--- src/rtl/fp_add_cmp_cvt.sv ---
// Binary32 add/sub (3 stages), compare (1 stage) and int32-to-float convert (2 stages).
// Subnormal inputs read as signed zero, subnormal results flush to signed zero, rounding is RNE.
module fp_add_cmp_cvt (
    input  logic        clk,
    input  logic        areset_n,
    input  logic [31:0] a,
    input  logic [31:0] b,
    input  logic        opSel,
    output logic [31:0] q,
    output logic        aeb,
    output logic        alb,
    output logic        aleb,
    output logic [31:0] q_cvt
);

    function automatic logic [4:0] lzc27(input logic [26:0] v);
        logic [4:0] n;
        n = 5'd27;
        for (int i = 0; i < 27; i++) begin
            if (v[i]) n = 5'(26 - i);
        end
        return n;
    endfunction

    function automatic logic [5:0] lzc32(input logic [31:0] v);
        logic [5:0] n;
        n = 6'd32;
        for (int i = 0; i < 32; i++) begin
            if (v[i]) n = 6'(31 - i);
        end
        return n;
    endfunction

    logic        sb_eff;
    logic [7:0]  ea, eb;
    logic [23:0] ma, mb;
    logic        a_nan, b_nan, a_inf, b_inf, a_zero, b_zero, a_big;

    assign sb_eff = b[31] ^ ~opSel;
    assign ea     = a[30:23];
    assign eb     = b[30:23];
    assign a_zero = (ea == 8'd0);
    assign b_zero = (eb == 8'd0);
    assign ma     = a_zero ? 24'd0 : {1'b1, a[22:0]};
    assign mb     = b_zero ? 24'd0 : {1'b1, b[22:0]};
    assign a_nan  = (ea == 8'hFF) && (a[22:0] != 23'd0);
    assign b_nan  = (eb == 8'hFF) && (b[22:0] != 23'd0);
    assign a_inf  = (ea == 8'hFF) && (a[22:0] == 23'd0);
    assign b_inf  = (eb == 8'hFF) && (b[22:0] == 23'd0);
    assign a_big  = {ea, ma[22:0]} >= {eb, mb[22:0]};

    // Stage 1: order by magnitude so the subtract never goes negative, align with G/R/S
    logic        s1_sign_d, s1_sign_q, s1_sub_d, s1_sub_q, s1_spec_d, s1_spec_q;
    logic [7:0]  s1_exp_d, s1_exp_q;
    logic [26:0] s1_big_d, s1_big_q, s1_small_d, s1_small_q;
    logic [31:0] s1_val_d, s1_val_q;
    logic [7:0]  shift_amt;
    logic [26:0] small_ext;

    always_comb begin
        s1_spec_d = 1'b1;
        s1_val_d  = 32'h7FC0_0000;
        s1_sub_d  = a[31] ^ sb_eff;
        s1_sign_d = a_big ? a[31] : sb_eff;
        s1_exp_d  = a_big ? ea : eb;
        s1_big_d  = {(a_big ? ma : mb), 3'b000};
        small_ext = {(a_big ? mb : ma), 3'b000};
        shift_amt = a_big ? (ea - eb) : (eb - ea);
        if (shift_amt >= 8'd27) begin
            s1_small_d = (small_ext != 27'd0) ? 27'd1 : 27'd0;
        end else begin
            s1_small_d    = small_ext >> shift_amt;
            s1_small_d[0] = s1_small_d[0] | (|(small_ext & ((27'd1 << shift_amt) - 27'd1)));
        end
        if (a_nan || b_nan || (a_inf && b_inf && (a[31] != sb_eff))) begin
            s1_val_d = 32'h7FC0_0000;
        end else if (a_inf) begin
            s1_val_d = {a[31], 8'hFF, 23'd0};
        end else if (b_inf) begin
            s1_val_d = {sb_eff, 8'hFF, 23'd0};
        end else if (a_zero && b_zero) begin
            s1_val_d = {a[31] & sb_eff, 31'd0};
        end else begin
            s1_spec_d = 1'b0;
        end
    end

    // Stage 2: magnitude add/sub and normalisation; a carry-out folds its LSB into sticky
    logic [27:0]       sum;
    logic [4:0]        lz;
    logic              s2_sign_d, s2_sign_q, s2_zero_d, s2_zero_q, s2_spec_d, s2_spec_q;
    logic signed [9:0] s2_exp_d, s2_exp_q;
    logic [26:0]       s2_man_d, s2_man_q;
    logic [31:0]       s2_val_d, s2_val_q;

    always_comb begin
        sum = s1_sub_q ? ({1'b0, s1_big_q} - {1'b0, s1_small_q})
                       : ({1'b0, s1_big_q} + {1'b0, s1_small_q});
        lz        = lzc27(sum[26:0]);
        s2_sign_d = s1_sign_q;
        s2_spec_d = s1_spec_q;
        s2_val_d  = s1_val_q;
        s2_zero_d = (sum == 28'd0);
        if (sum[27]) begin
            s2_man_d = {sum[27:2], sum[1] | sum[0]};
            s2_exp_d = $signed({2'b00, s1_exp_q}) + 10'sd1;
        end else begin
            s2_man_d = sum[26:0] << lz;
            s2_exp_d = $signed({2'b00, s1_exp_q}) - $signed({5'd0, lz});
        end
    end

    // Stage 3: round to nearest even, then overflow to inf or flush to signed zero
    logic              round_up;
    logic [24:0]       man_r;
    logic signed [9:0] exp_r;
    logic [31:0]       q_d, q_q;

    always_comb begin
        round_up = s2_man_q[2] & (s2_man_q[3] | s2_man_q[1] | s2_man_q[0]);
        man_r    = {1'b0, s2_man_q[26:3]} + {24'd0, round_up};
        exp_r    = s2_exp_q + (man_r[24] ? 10'sd1 : 10'sd0);
        if (s2_spec_q) begin
            q_d = s2_val_q;
        end else if (s2_zero_q) begin
            q_d = 32'd0;
        end else if (exp_r <= 10'sd0) begin
            q_d = {s2_sign_q, 31'd0};
        end else if (exp_r >= 10'sd255) begin
            q_d = {s2_sign_q, 8'hFF, 23'd0};
        end else begin
            q_d = {s2_sign_q, exp_r[7:0], (man_r[24] ? 23'd0 : man_r[22:0])};
        end
    end

    logic [31:0] fa, fb;
    logic        aeb_d, aeb_q, alb_d, alb_q, aleb_d, aleb_q;

    assign fa = a_zero ? {a[31], 31'd0} : a;
    assign fb = b_zero ? {b[31], 31'd0} : b;

    always_comb begin
        aeb_d = 1'b0;
        alb_d = 1'b0;
        if (!(a_nan || b_nan)) begin
            if (a_zero && b_zero) begin
                aeb_d = 1'b1;
            end else begin
                aeb_d = (fa == fb);
                if (fa[31] != fb[31]) alb_d = fa[31];
                else if (fa[31])      alb_d = fa[30:0] > fb[30:0];
                else                  alb_d = fa[30:0] < fb[30:0];
            end
        end
        aleb_d = alb_d | aeb_d;
    end

    // Convert: normalise the magnitude in stage 1, round 32 bits down to 24 in stage 2
    logic [31:0] cvt_mag;
    logic [5:0]  cvt_lz;
    logic        c1_sign_d, c1_sign_q, c1_zero_d, c1_zero_q;
    logic [7:0]  c1_exp_d, c1_exp_q;
    logic [31:0] c1_man_d, c1_man_q;
    logic        cvt_up;
    logic [24:0] cvt_r;
    logic [31:0] q_cvt_d, q_cvt_q;

    always_comb begin
        cvt_mag   = a[31] ? (~a + 32'd1) : a;
        cvt_lz    = lzc32(cvt_mag);
        c1_sign_d = a[31];
        c1_zero_d = (a == 32'd0);
        c1_man_d  = cvt_mag << cvt_lz;
        c1_exp_d  = 8'd158 - {2'b00, cvt_lz};
    end

    always_comb begin
        cvt_up = c1_man_q[7] & (c1_man_q[8] | (|c1_man_q[6:0]));
        cvt_r  = {1'b0, c1_man_q[31:8]} + {24'd0, cvt_up};
        if (c1_zero_q) begin
            q_cvt_d = 32'd0;
        end else begin
            q_cvt_d = {c1_sign_q, c1_exp_q + {7'd0, cvt_r[24]}, (cvt_r[24] ? 23'd0 : cvt_r[22:0])};
        end
    end

    always_ff @(posedge clk or negedge areset_n) begin
        if (!areset_n) begin
            s1_sign_q  <= 1'b0;
            s1_sub_q   <= 1'b0;
            s1_spec_q  <= 1'b0;
            s1_exp_q   <= 8'd0;
            s1_big_q   <= 27'd0;
            s1_small_q <= 27'd0;
            s1_val_q   <= 32'd0;
            s2_sign_q  <= 1'b0;
            s2_zero_q  <= 1'b0;
            s2_spec_q  <= 1'b0;
            s2_exp_q   <= 10'sd0;
            s2_man_q   <= 27'd0;
            s2_val_q   <= 32'd0;
            q_q        <= 32'd0;
            aeb_q      <= 1'b0;
            alb_q      <= 1'b0;
            aleb_q     <= 1'b0;
            c1_sign_q  <= 1'b0;
            c1_zero_q  <= 1'b0;
            c1_exp_q   <= 8'd0;
            c1_man_q   <= 32'd0;
            q_cvt_q    <= 32'd0;
        end else begin
            s1_sign_q  <= s1_sign_d;
            s1_sub_q   <= s1_sub_d;
            s1_spec_q  <= s1_spec_d;
            s1_exp_q   <= s1_exp_d;
            s1_big_q   <= s1_big_d;
            s1_small_q <= s1_small_d;
            s1_val_q   <= s1_val_d;
            s2_sign_q  <= s2_sign_d;
            s2_zero_q  <= s2_zero_d;
            s2_spec_q  <= s2_spec_d;
            s2_exp_q   <= s2_exp_d;
            s2_man_q   <= s2_man_d;
            s2_val_q   <= s2_val_d;
            q_q        <= q_d;
            aeb_q      <= aeb_d;
            alb_q      <= alb_d;
            aleb_q     <= aleb_d;
            c1_sign_q  <= c1_sign_d;
            c1_zero_q  <= c1_zero_d;
            c1_exp_q   <= c1_exp_d;
            c1_man_q   <= c1_man_d;
            q_cvt_q    <= q_cvt_d;
        end
    end

    assign q     = q_q;
    assign aeb   = aeb_q;
    assign alb   = alb_q;
    assign aleb  = aleb_q;
    assign q_cvt = q_cvt_q;

endmodule

--- config.mk ---
export PLATFORM = sky130hd
export DESIGN_NAME = fp_add_cmp_cvt
export DESIGN_NICKNAME = d
export VERILOG_FILES = /design/src/rtl/fp_add_cmp_cvt.sv
export SDC_FILE = /design/constraint.sdc
export NUM_CORES = 1
export LEC_CHECK = 0
export ABC_CLOCK_PERIOD_IN_PS = 7300
export CAP_MARGIN = 20
export CORE_MARGIN = 3
export CORE_UTILIZATION = 60
export CTS_BUF_LIST = sky130_fd_sc_hd__clkbuf_8
export DETAILED_ROUTE_END_ITERATION = 8
export GPL_ROUTABILITY_DRIVEN = 0
export PLACE_DENSITY = 0.81
export SLEW_MARGIN = 20
export SYNTH_ARGS = -nofsm -noshare
export SYNTH_HDL_FRONTEND = slang
export SYNTH_SLANG_ARGS = --single-unit
--- constraint.sdc ---
create_clock -name clk -period 7.3 [get_ports clk]
set_input_delay 1.46 -clock clk [delete_from_list [all_inputs] [get_ports clk]]
set_output_delay 1.46 -clock clk [all_outputs]
set_load 0.05 [all_outputs]
==> run summary, run 1 <==
STA
---------------------------------------------------------------------------------
Tmin final .........................................................     7.050 ns
Endpoints failing setup ............................................            0
Final Max Tran Viols ...............................................            0
Ratio of final minimum period to clock period ......................       0.9658
Post-layout worst setup margin .....................................    0.2495 ns
Max_slew headroom ..................................................       0.3900
Transition at the pin with the smallest max-transition slack .......    0.9151 ns
Fmax ...............................................................    141.8 MHz
RSZ-0062 raised after global routing ...............................           no
Worst Hold Margin ..................................................    0.3404 ns
Max Clock Skew .....................................................   0.02658 ns
Final Hold Viols ...................................................            0

LOGIC SYNTHESIS
---------------------------------------------------------------------------------
Mean instance size in the synthesized netlist ......................   7.941 um^2
Flip-flop and latch count after synthesis ..........................          217
Count of flip-flops with a built-in enable after synthesis .........            0
Netlist area before placement ......................................  20,220 um^2
Fraction of synthesis flops using an asynchronous set or reset pin .        1.000
Net count after synthesis ..........................................        2,728
Syn. warnings ......................................................            0
Synth Instances ....................................................        2,546
Share of synthesized area occupied by flip-flops and latches .......       0.2686
Commonest register cell after synthesis ............................ sky130_fd_sc_hd__dfrtp_1
Number of library cell types mapped by synthesis ...................          124

CRITICAL PATH
---------------------------------------------------------------------------------
Required time at the endpoint of the critical path .................      7.72 ns
Worst Setup End Kind ...............................................     register
Critical register-to-register path startpoint ...................... s1_big_q[3]$_DFF_PN0_
Ordered cell list for the critical path ............................ clkdlybuf4s50_1, or4_1, or4_1, or2_2, nand2_1, inv_1, ha_1, nand4_1, nor4_2, and4_1, or2_1, a211oi_2, a21oi_4, buf_12, mux2i_1, mux2_2, nand2_1, o21ai_0, nand3_1, a211o_1, a41o_1, o211ai_1
Top Family by Delay on Critical Path ............................... simple AND/OR/NAND/NOR gates
Terminus of the critical flop-to-flop path ......................... s2_exp_q[8]$_DFF_PN0_
Worst path arrival time ............................................      7.47 ns
Worst setup SP type ................................................    input pin
WP buf/inv .........................................................            3
Kind of critical path .............................................. input pin to register
Minimum setup slack among reg-to-reg paths .........................      1.04 ns
Critical path's slowest cell ....................................... sky130_fd_sc_hd__or4_1
Logic depth of the worst register-to-register path .................           23
Worst path max stage delay .........................................      0.56 ns
Critical-path maximum fanout .......................................           43
First element of the critical path .................................        a[24]

FINISH
---------------------------------------------------------------------------------
Antenna Cells ......................................................            0
Area added between synthesis and finish ............................       12.93%
FILL cells .........................................................        2,648
Share of layout cells above drive strength 1 .......................      0.09316
Final-stage net count ..............................................        2,821
Non-filler instance count after layout .............................        3,104

PLACE
---------------------------------------------------------------------------------
Worst-case setup slack after placement .............................   -0.2676 ns
Placed instance count ..............................................        3,042
Total of buffers placed on input and output ports ..................          133
Final HPWL from detailed placement .................................    49,060 um

FLOORPLAN
---------------------------------------------------------------------------------
Core Region ........................................................  32,870 um^2
Die height .........................................................     189.6 um
Full die area ......................................................  35,930 um^2
Top-level I/O count ................................................          134
Std-Cell Rows ......................................................           66
Initial standard-cell utilization of the core ......................       0.6152
Width of the die ...................................................     189.6 um

HOLD PATH
---------------------------------------------------------------------------------
End point of the most critical hold path ........................... s2_val_q[22]$_DFF_PN0_
Cell depth of the worst min-delay path .............................            0
Worst Hold Launch .................................................. s1_val_q[22]$_DFF_PN0_
Class of the tightest hold or removal check ........................ register to register

CTS
---------------------------------------------------------------------------------
Post-CTS repair timing setup buffer count ..........................            0
Number of sinks handled by clock tree synthesis ....................          217
Clk root buf ....................................................... sky130_fd_sc_hd__clkbuf_8
Buffer levels on the longest clock path ............................            3
Clock latency on the worst-skew pair ...............................      0.53 ns
Number of buffers created by CTS ...................................           35
Clock tree from TritonCTS ..........................................         done
Clock transition at the registers of the reported paths ............      0.06 ns
H-tree levels ......................................................            2

POWER AND IR DROP
---------------------------------------------------------------------------------
Switching part of the total ........................................       0.4661
Switching power ....................................................   0.002894 W
PD cells ........................................................... 271.9 nW/um^2
Static leakage .....................................................     9.683 nW
Internal power .....................................................   0.003315 W
Comb pwr share .....................................................        0.555
Clock share of power ...............................................        0.168
Sequential group share of total power ..............................        0.277
Worst-case vdd ir drop .............................................     208.6 uV
Overall power ......................................................   0.006208 W

GRT
---------------------------------------------------------------------------------
Via count of the first global-routing pass .........................       19,039
Global route overflow ..............................................            0
Total Routing Usage GR .............................................       0.3360
Global-route wire length before repair .............................    99,060 um
Initial antenna violation count ....................................            1
Largest net degree at the start of global routing ..................           83

STATUS
---------------------------------------------------------------------------------
Result of the run .................................................. finished, final reports clean

DRT
---------------------------------------------------------------------------------
WL/cell ............................................................     20.20 um
Vias ...............................................................       20,820
Pre-antenna DRT Iters ..............................................            8
Count of nets left with antenna violations after detail routing ....            0
Final WL ...........................................................    62,690 um
Iteration-0 DRC Markers ............................................        3,448
Post-route DRC violation count .....................................            0
Post-detailed-route via-to-cell ratio ..............................        6.707

JOB
---------------------------------------------------------------------------------
Max-cap violation count ............................................            0

[cell usage in the layout (no fill, tap or decap), types with 18 or more instances in the layout]
master and instances:
sky130_fd_sc_hd__ha_1 111, sky130_fd_sc_hd__o31ai_1 21, sky130_fd_sc_hd__and3_1 26, sky130_fd_sc_hd__a21o_1 37, sky130_fd_sc_hd__nor2_1 243, sky130_fd_sc_hd__clkdlybuf4s50_1 132
sky130_fd_sc_hd__a31oi_1 23, sky130_fd_sc_hd__mux2i_1 98, sky130_fd_sc_hd__and2_1 27, sky130_fd_sc_hd__o21ai_0 142, sky130_fd_sc_hd__nand2_1 274, sky130_fd_sc_hd__nand2b_1 23
sky130_fd_sc_hd__nand4_1 47, sky130_fd_sc_hd__clkbuf_8 45, sky130_fd_sc_hd__xnor2_1 74, sky130_fd_sc_hd__a21oi_1 166, sky130_fd_sc_hd__dfrtp_1 216, sky130_fd_sc_hd__nor2b_1 18
sky130_fd_sc_hd__a211oi_1 48, sky130_fd_sc_hd__o22ai_1 27, sky130_fd_sc_hd__o211ai_1 34, sky130_fd_sc_hd__mux2_2 33, sky130_fd_sc_hd__nor3_1 67, sky130_fd_sc_hd__inv_1 151
sky130_fd_sc_hd__nor4_1 20, sky130_fd_sc_hd__xor2_1 60, sky130_fd_sc_hd__nand3_1 84, sky130_fd_sc_hd__buf_4 64
[logic make-up after synthesis]
group / synth area share
AND/OR/NAND/NOR: 0.2230
AO/OA/AOI/OAI: 0.2454
buffers and inverters: 0.06021
flip-flops: 0.2686
XOR/XNOR: 0.05966
multiplexers: 0.07024
adder cells (fa/ha/maj): 0.07265
other: 0.0001855
[sequential cells by signal, indices dropped and copies added, names as in the netlist, 3 cells and up]
register,count
c1_man_q,32
q,32
q_cvt,32
s1_small_q,27
s2_man_q,27
s1_big_q,24
s2_exp_q,10
c1_exp_q,8
s1_exp_q,8
s1_val_q,3
s2_val_q,3
[power groups by stage]
stage / Combinational (W) / Clock, W / Sequential, W
2_1_floorplan: 0.00192 / 0 / 0.00217
3_3_place_gp: 0.00326 / 0 / 0.00172
3_5_place_dp: 0.00332 / 0 / 0.00174
4_1_cts: 0.00334 / 0.00107 / 0.00172
5_1_grt: 0.00367 / 0.00111 / 0.00176
6_report: 0.00345 / 0.00104 / 0.00172
[what timing repair did]
action,4_1_cts,5_1_grt
endpoints found under the setup margin,0,8
hold buffers,0,0
resized for setup,0,6
[cell usage after synthesis (67+ instances only)]
master                     number  area (um^2)
sky130_fd_sc_hd__ha_1         111         1389
sky130_fd_sc_hd__nor3_1        67        335.3
sky130_fd_sc_hd__inv_1        144        540.5
sky130_fd_sc_hd__nor2_1       243        912.1
sky130_fd_sc_hd__clkbuf_1      95        356.6
sky130_fd_sc_hd__a21oi_1      167        835.8
sky130_fd_sc_hd__mux2i_1      101         1011
sky130_fd_sc_hd__dfrtp_1      217         5430
sky130_fd_sc_hd__nand3_1       84        420.4
sky130_fd_sc_hd__nand2_1      274         1028
sky130_fd_sc_hd__xnor2_1       74        648.1
sky130_fd_sc_hd__o21ai_0      142        710.7
[per-stage QoR]
step / setup TNS (ns) / util / instance area, um^2
detailed placement: -1.567 / 0.6707 / 22040
global placement: 0 / 0.6707 / 22040
finish: 0 / 0.6947 / 22830
floorplan: 0 / - / 20220
CTS: 0 / 0.6927 / 22770
global route: 0 / 0.6947 / 22830
[how the worst max path moves through the flow]
stage / endpoint / slack, ns / cells after the start
after floorplan: s1_small_q[0]$_DFF_PN0_ / 0.16 / 23
after global placement: s1_small_q[0]$_DFF_PN0_ / 0.04 / 22
after detailed placement: s1_small_q[2]$_DFF_PN0_ / -0.27 / 20
after CTS: s1_small_q[2]$_DFF_PN0_ / 0.22 / 20
after global routing: s1_small_q[3]$_DFF_PN0_ / 0.05 / 23
final: s1_small_q[0]$_DFF_PN0_ / 0.25 / 22
[per-layer routing]
layer  GRT usage  up-vias  routed length [um]
met5           0        -                   0
met1      0.4573     9635               24970
met2      0.5079     1480               26490
met4      0.1601        0                3518
met3     0.07794      273                7722
li1            -     9432                   -
[cell type report]
class | count | area (um^2) | share of cell area
Clock buffer | 45 | 619.3 | 0.02712
Clock inverter | 15 | 103.9 | 0.004548
Inverter | 149 | 561.8 | 0.02460
Multi-Input combinational cell | 2034 | 13650 | 0.5980
Sequential cell | 217 | 5431 | 0.2379
Tap cell | 442 | 553.0 | 0.02422
Timing Repair Buffer | 202 | 1909 | 0.08362
[worst register-to-register path: stages (launching register included)]
cell and delay (ns):
sky130_fd_sc_hd__dfrtp_1 0.40, sky130_fd_sc_hd__ha_1 0.24, sky130_fd_sc_hd__fa_1 0.41, sky130_fd_sc_hd__nor2b_1 0.18, sky130_fd_sc_hd__o311a_1 0.34, sky130_fd_sc_hd__o211a_1 0.31
sky130_fd_sc_hd__o211a_4 0.29, sky130_fd_sc_hd__a21oi_1 0.26, sky130_fd_sc_hd__a211oi_1 0.14, sky130_fd_sc_hd__xnor2_1 0.65, sky130_fd_sc_hd__nor3_1 0.21, sky130_fd_sc_hd__nor3_4 0.15
sky130_fd_sc_hd__buf_4 0.27, sky130_fd_sc_hd__nand2_2 0.23, sky130_fd_sc_hd__inv_2 0.18, sky130_fd_sc_hd__ha_1 0.16, sky130_fd_sc_hd__inv_1 0.06, sky130_fd_sc_hd__fa_1 0.40
sky130_fd_sc_hd__a21o_1 0.19, sky130_fd_sc_hd__a21oi_1 0.21, sky130_fd_sc_hd__nor2b_1 0.07, sky130_fd_sc_hd__or4_1 0.43, sky130_fd_sc_hd__nor3_1 0.25, sky130_fd_sc_hd__o21bai_1 0.17
No activity file was read; power rests on OpenSTA's default activity.
==> run 2, diff against run 1 <==
==> constraint.sdc (replaced) <==
create_clock -name clk -period 7.3 [get_ports clk]
set_input_delay 1.095 -clock clk [delete_from_list [all_inputs] [get_ports clk]]
set_output_delay 1.095 -clock clk [all_outputs]
set_load 0.05 [all_outputs]
==> run 2 against run 1 <==
Effect of this change:
- worst hold slack improved by 0.0033 ns
- setup slack better by 0.11 ns
- final cell count down 0.55%
- clock skew down 0.014 ns
- utilization fell by 0.51 points
- routed wire length down 0.75%
- total power grew 0.73%
- sequential share of layout area grew 0.18 points
- critical path type unchanged
- clock power up 7%
- maximum frequency rose by 1.6%
- largest power group unchanged
- register-to-register slack barely moved
- flip-flop and latch count did not move
==> run summary, run 2 (synthesized netlist as in run 1, its figures left out) <==
POWER AND IR DROP
------------------------------------------------------------------------------
Worst-case vdd ir drop ..........................................     242.0 uV   was 208.6 uV
Internal power ..................................................   0.003346 W   was 0.003315 W
Static leakage ..................................................     9.608 nW   was 9.683 nW
Sequential group share of total power ...........................        0.276   was 0.277
Switching power .................................................   0.002908 W   was 0.002894 W
Comb pwr share ..................................................        0.547   was 0.555
Clock share of power ............................................        0.177   was 0.168
PD cells ........................................................ 275.9 nW/um^2   was 271.9 nW/um^2
Switching part of the total .....................................       0.4650   was 0.4661

FLOORPLAN
------------------------------------------------------------------------------
Full die area ...................................................  35,930 um^2   unchanged
Std-Cell Rows ...................................................           66   unchanged
Initial standard-cell utilization of the core ...................       0.6152   unchanged
Core Region .....................................................  32,870 um^2   unchanged
Top-level I/O count .............................................          134   unchanged
Die height ......................................................     189.6 um   unchanged
Width of the die ................................................     189.6 um   unchanged

CRITICAL PATH
------------------------------------------------------------------------------
Worst Setup End Kind ............................................     register   unchanged
Kind of critical path ........................................... input pin to register   unchanged
Worst path max stage delay ......................................      0.57 ns   was 0.56 ns
Worst path arrival time .........................................      7.36 ns   was 7.47 ns
Critical register-to-register path startpoint ................... s1_big_q[12]$_DFF_PN0_   was s1_big_q[3]$_DFF_PN0_
Top Family by Delay on Critical Path ............................ simple AND/OR/NAND/NOR gates   unchanged
Worst setup SP type .............................................    input pin   unchanged
Critical path's slowest cell .................................... sky130_fd_sc_hd__a311oi_1   was sky130_fd_sc_hd__or4_1
Critical-path maximum fanout ....................................           23   was 43
Critical path depth in cells ....................................           21   was 22
Most used cell along the critical path .......................... sky130_fd_sc_hd__buf_4
WP buf/inv ......................................................            6   was 3
Minimum setup slack among reg-to-reg paths ......................      1.04 ns   about the same
Logic depth of the worst register-to-register path ..............           22   was 23
Required time at the endpoint of the critical path ..............      7.72 ns   about the same
Ordered cell list for the critical path ......................... clkdlybuf4s50_1, or4_1, or4_1, or2_2, buf_4, nand2_1, inv_1, ha_1, nand3_1, nor2_1, and4_1, or2_1, a211o_1, o21ai_2, buf_4, mux2i_2, buf_4, o21ai_0, a311oi_1, clkinv_1, a211oi_1   was clkdlybuf4s50_1, or4_1, or4_1, or2_2, nand2_1, inv_1, ha_1, nand4_1, nor4_2, and4_1, or2_1, a211oi_2, a21oi_4, buf_12, mux2i_1, mux2_2, nand2_1, o21ai_0, nand3_1, a211o_1, a41o_1, o211ai_1
Terminus of the critical flop-to-flop path ...................... s2_exp_q[8]$_DFF_PN0_   unchanged

STA
------------------------------------------------------------------------------
Final-layout setup total negative slack .........................         0 ns   unchanged
Final Hold Viols ................................................            0   unchanged
Endpoints failing setup .........................................            0   unchanged
Fmax ............................................................    144.1 MHz   was 141.8 MHz
Max_slew headroom ...............................................       0.2590   was 0.3900
Final Max Tran Viols ............................................            0   unchanged
Ratio of final minimum period to clock period ...................       0.9504   was 0.9658
RSZ-0062 raised after global routing ............................           no   unchanged
Tmin final ......................................................     6.938 ns   was 7.050 ns
Transition at the pin with the smallest max-transition slack ....     1.109 ns   was 0.9151 ns
Max Clock Skew ..................................................   0.01303 ns   was 0.02658 ns

GRT
------------------------------------------------------------------------------
Initial antenna violation count .................................            0   was 1
Total Routing Usage GR ..........................................       0.3353   was 0.3360
Global-route wire length before repair ..........................    99,100 um   was 99,060 um
Via count of the first global-routing pass ......................       18,881   was 19,039
Global route overflow ...........................................            0   unchanged
Largest net degree at the start of global routing ...............          133   was 83

HOLD PATH
------------------------------------------------------------------------------
Worst Hold Launch ............................................... s1_val_q[22]$_DFF_PN0_   unchanged
End point of the most critical hold path ........................ s2_val_q[22]$_DFF_PN0_   unchanged
Cell depth of the worst min-delay path ..........................            0   unchanged
Class of the tightest hold or removal check ..................... register to register   unchanged

FINISH
------------------------------------------------------------------------------
FILL cells ......................................................        2,641   was 2,648
Area added between synthesis and finish .........................       12.10%   was 12.93%
Non-filler instance count after layout ..........................        3,087   was 3,104
Commonest non-fill, non-tap cell in the layout .................. sky130_fd_sc_hd__nand2_1   unchanged
Antenna Cells ...................................................            0   unchanged
Share of layout cells above drive strength 1 ....................      0.08620   was 0.09316
Final-stage net count ...........................................        2,803   was 2,821
Commonest cells after routing, fill and taps aside .............. sky130_fd_sc_hd__nand2_1 (274), sky130_fd_sc_hd__nor2_1 (243), sky130_fd_sc_hd__dfrtp_1 (216)   unchanged

CTS
------------------------------------------------------------------------------
Clk root buf .................................................... sky130_fd_sc_hd__clkbuf_8   unchanged
Post-CTS repair timing setup buffer count .......................            0   unchanged
Number of sinks handled by clock tree synthesis .................          217   unchanged
Clock tree from TritonCTS .......................................         done   unchanged
Hold bufs inserted after CTS ....................................            0   unchanged
Clock transition at the registers of the reported paths .........      0.06 ns   about the same
Clock latency on the worst-skew pair ............................      0.53 ns   about the same
H-tree levels ...................................................            2   unchanged
Buffer levels on the longest clock path .........................            3   unchanged
Number of buffers created by CTS ................................           35   unchanged
Post-CTS Resized ................................................            0   unchanged

DRT
------------------------------------------------------------------------------
Post-detailed-route via-to-cell ratio ...........................        6.750   was 6.707
Final WL ........................................................    62,220 um   was 62,690 um
WL/cell .........................................................     20.16 um   was 20.20 um
Pre-antenna DRT Iters ...........................................            7   was 8
Vias ............................................................       20,838   was 20,820
Count of nets left with antenna violations after detail routing .            0   unchanged
Post-route DRC violation count ..................................            0   unchanged
Iteration-0 DRC Markers .........................................        3,596   was 3,448

PLACE
------------------------------------------------------------------------------
Total of buffers placed on input and output ports ...............          133   unchanged
Final HPWL from detailed placement ..............................    48,170 um   was 49,060 um
Placed instance count ...........................................        3,026   was 3,042

JOB
------------------------------------------------------------------------------
Max-cap violation count .........................................            0   unchanged

STATUS
------------------------------------------------------------------------------
Result of the run ............................................... finished, final reports clean   unchanged

## run 2: cell types whose count changed in the layout (fill, tap and decap cells not counted), moves of 3 or more
| cell | change |
|---|---|
| sky130_fd_sc_hd__buf_4 | -14 |
| sky130_fd_sc_hd__clkinvlp_4 | -4 |
| sky130_fd_sc_hd__clkbuf_8 | -3 |
| sky130_fd_sc_hd__clkinv_2 | +3 |
## run 2: through the flow
step	util	cell area [um^2]	worst slack (ns)	total power, W	hold slack [ns]
global route	0.6896	22670	0.05576	0.006601	0.3607
detailed placement	0.6663	21900	-0.002599	0.005047	0.3347
CTS	0.6896	22670	0.5464	0.006171	0.3503
global placement	0.6663	21900	0.2588	0.004964	0.3372
floorplan	-	20220	0.5219	0.004085	0.3312
finish	0.6896	22670	0.3622	0.006254	0.3437
## run 2: worst register-to-register path, delay by kind of cell, from the launching register on
kind            cells  cell delay (ns)
compound gates      7             1.99
xor+xnor            1             0.50
fa+ha+maj           3             1.08
buf+inv             3             0.51
flops               1             0.44
simple gates        8             1.66
## run 2: worst max-delay path by stage
stage	from	end
finish	a[24]	s1_small_q[1]$_DFF_PN0_
global route	a[24]	s1_small_q[1]$_DFF_PN0_
CTS	a[24]	s1_small_q[1]$_DFF_PN0_
detailed placement	a[24]	s1_small_q[1]$_DFF_PN0_
global placement	a[23]	s1_small_q[1]$_DFF_PN0_
floorplan	a[23]	s1_small_q[0]$_DFF_PN0_
## run 2: final cells by class
| type | count | area (um^2) | area share |
|---|---|---|---|
| repair buffers | 184 | 1732 | 0.07640 |
| multi-input cells | 2034 | 13620 | 0.6010 |
| clock buffers | 42 | 578.1 | 0.02550 |
| flip-flops and latches | 217 | 5431 | 0.2396 |
| inverters | 149 | 561.8 | 0.02479 |
| well taps | 442 | 553.0 | 0.02440 |
| clock inverters | 19 | 187.7 | 0.008280 |
## run 2: per-layer routing
metal / up-vias / share of wire / global-route usage
met5: - / 0 / 0
met4: 0 / 0.056 / 0.1430
met3: 312 / 0.12 / 0.06449
met2: 1552 / 0.42 / 0.5088
met1: 9545 / 0.40 / 0.4702
li1: 9429 / - / -
## run 2: power by group through the flow
stage	clock network (W)	logic, W	registers (W)
after floorplan	0	0.00192	0.00217
after global routing	0.00119	0.00364	0.00177
after global placement	0	0.00324	0.00173
after detailed placement	0	0.00330	0.00174
final	0.00111	0.00342	0.00173
after CTS	0.00113	0.00332	0.00172
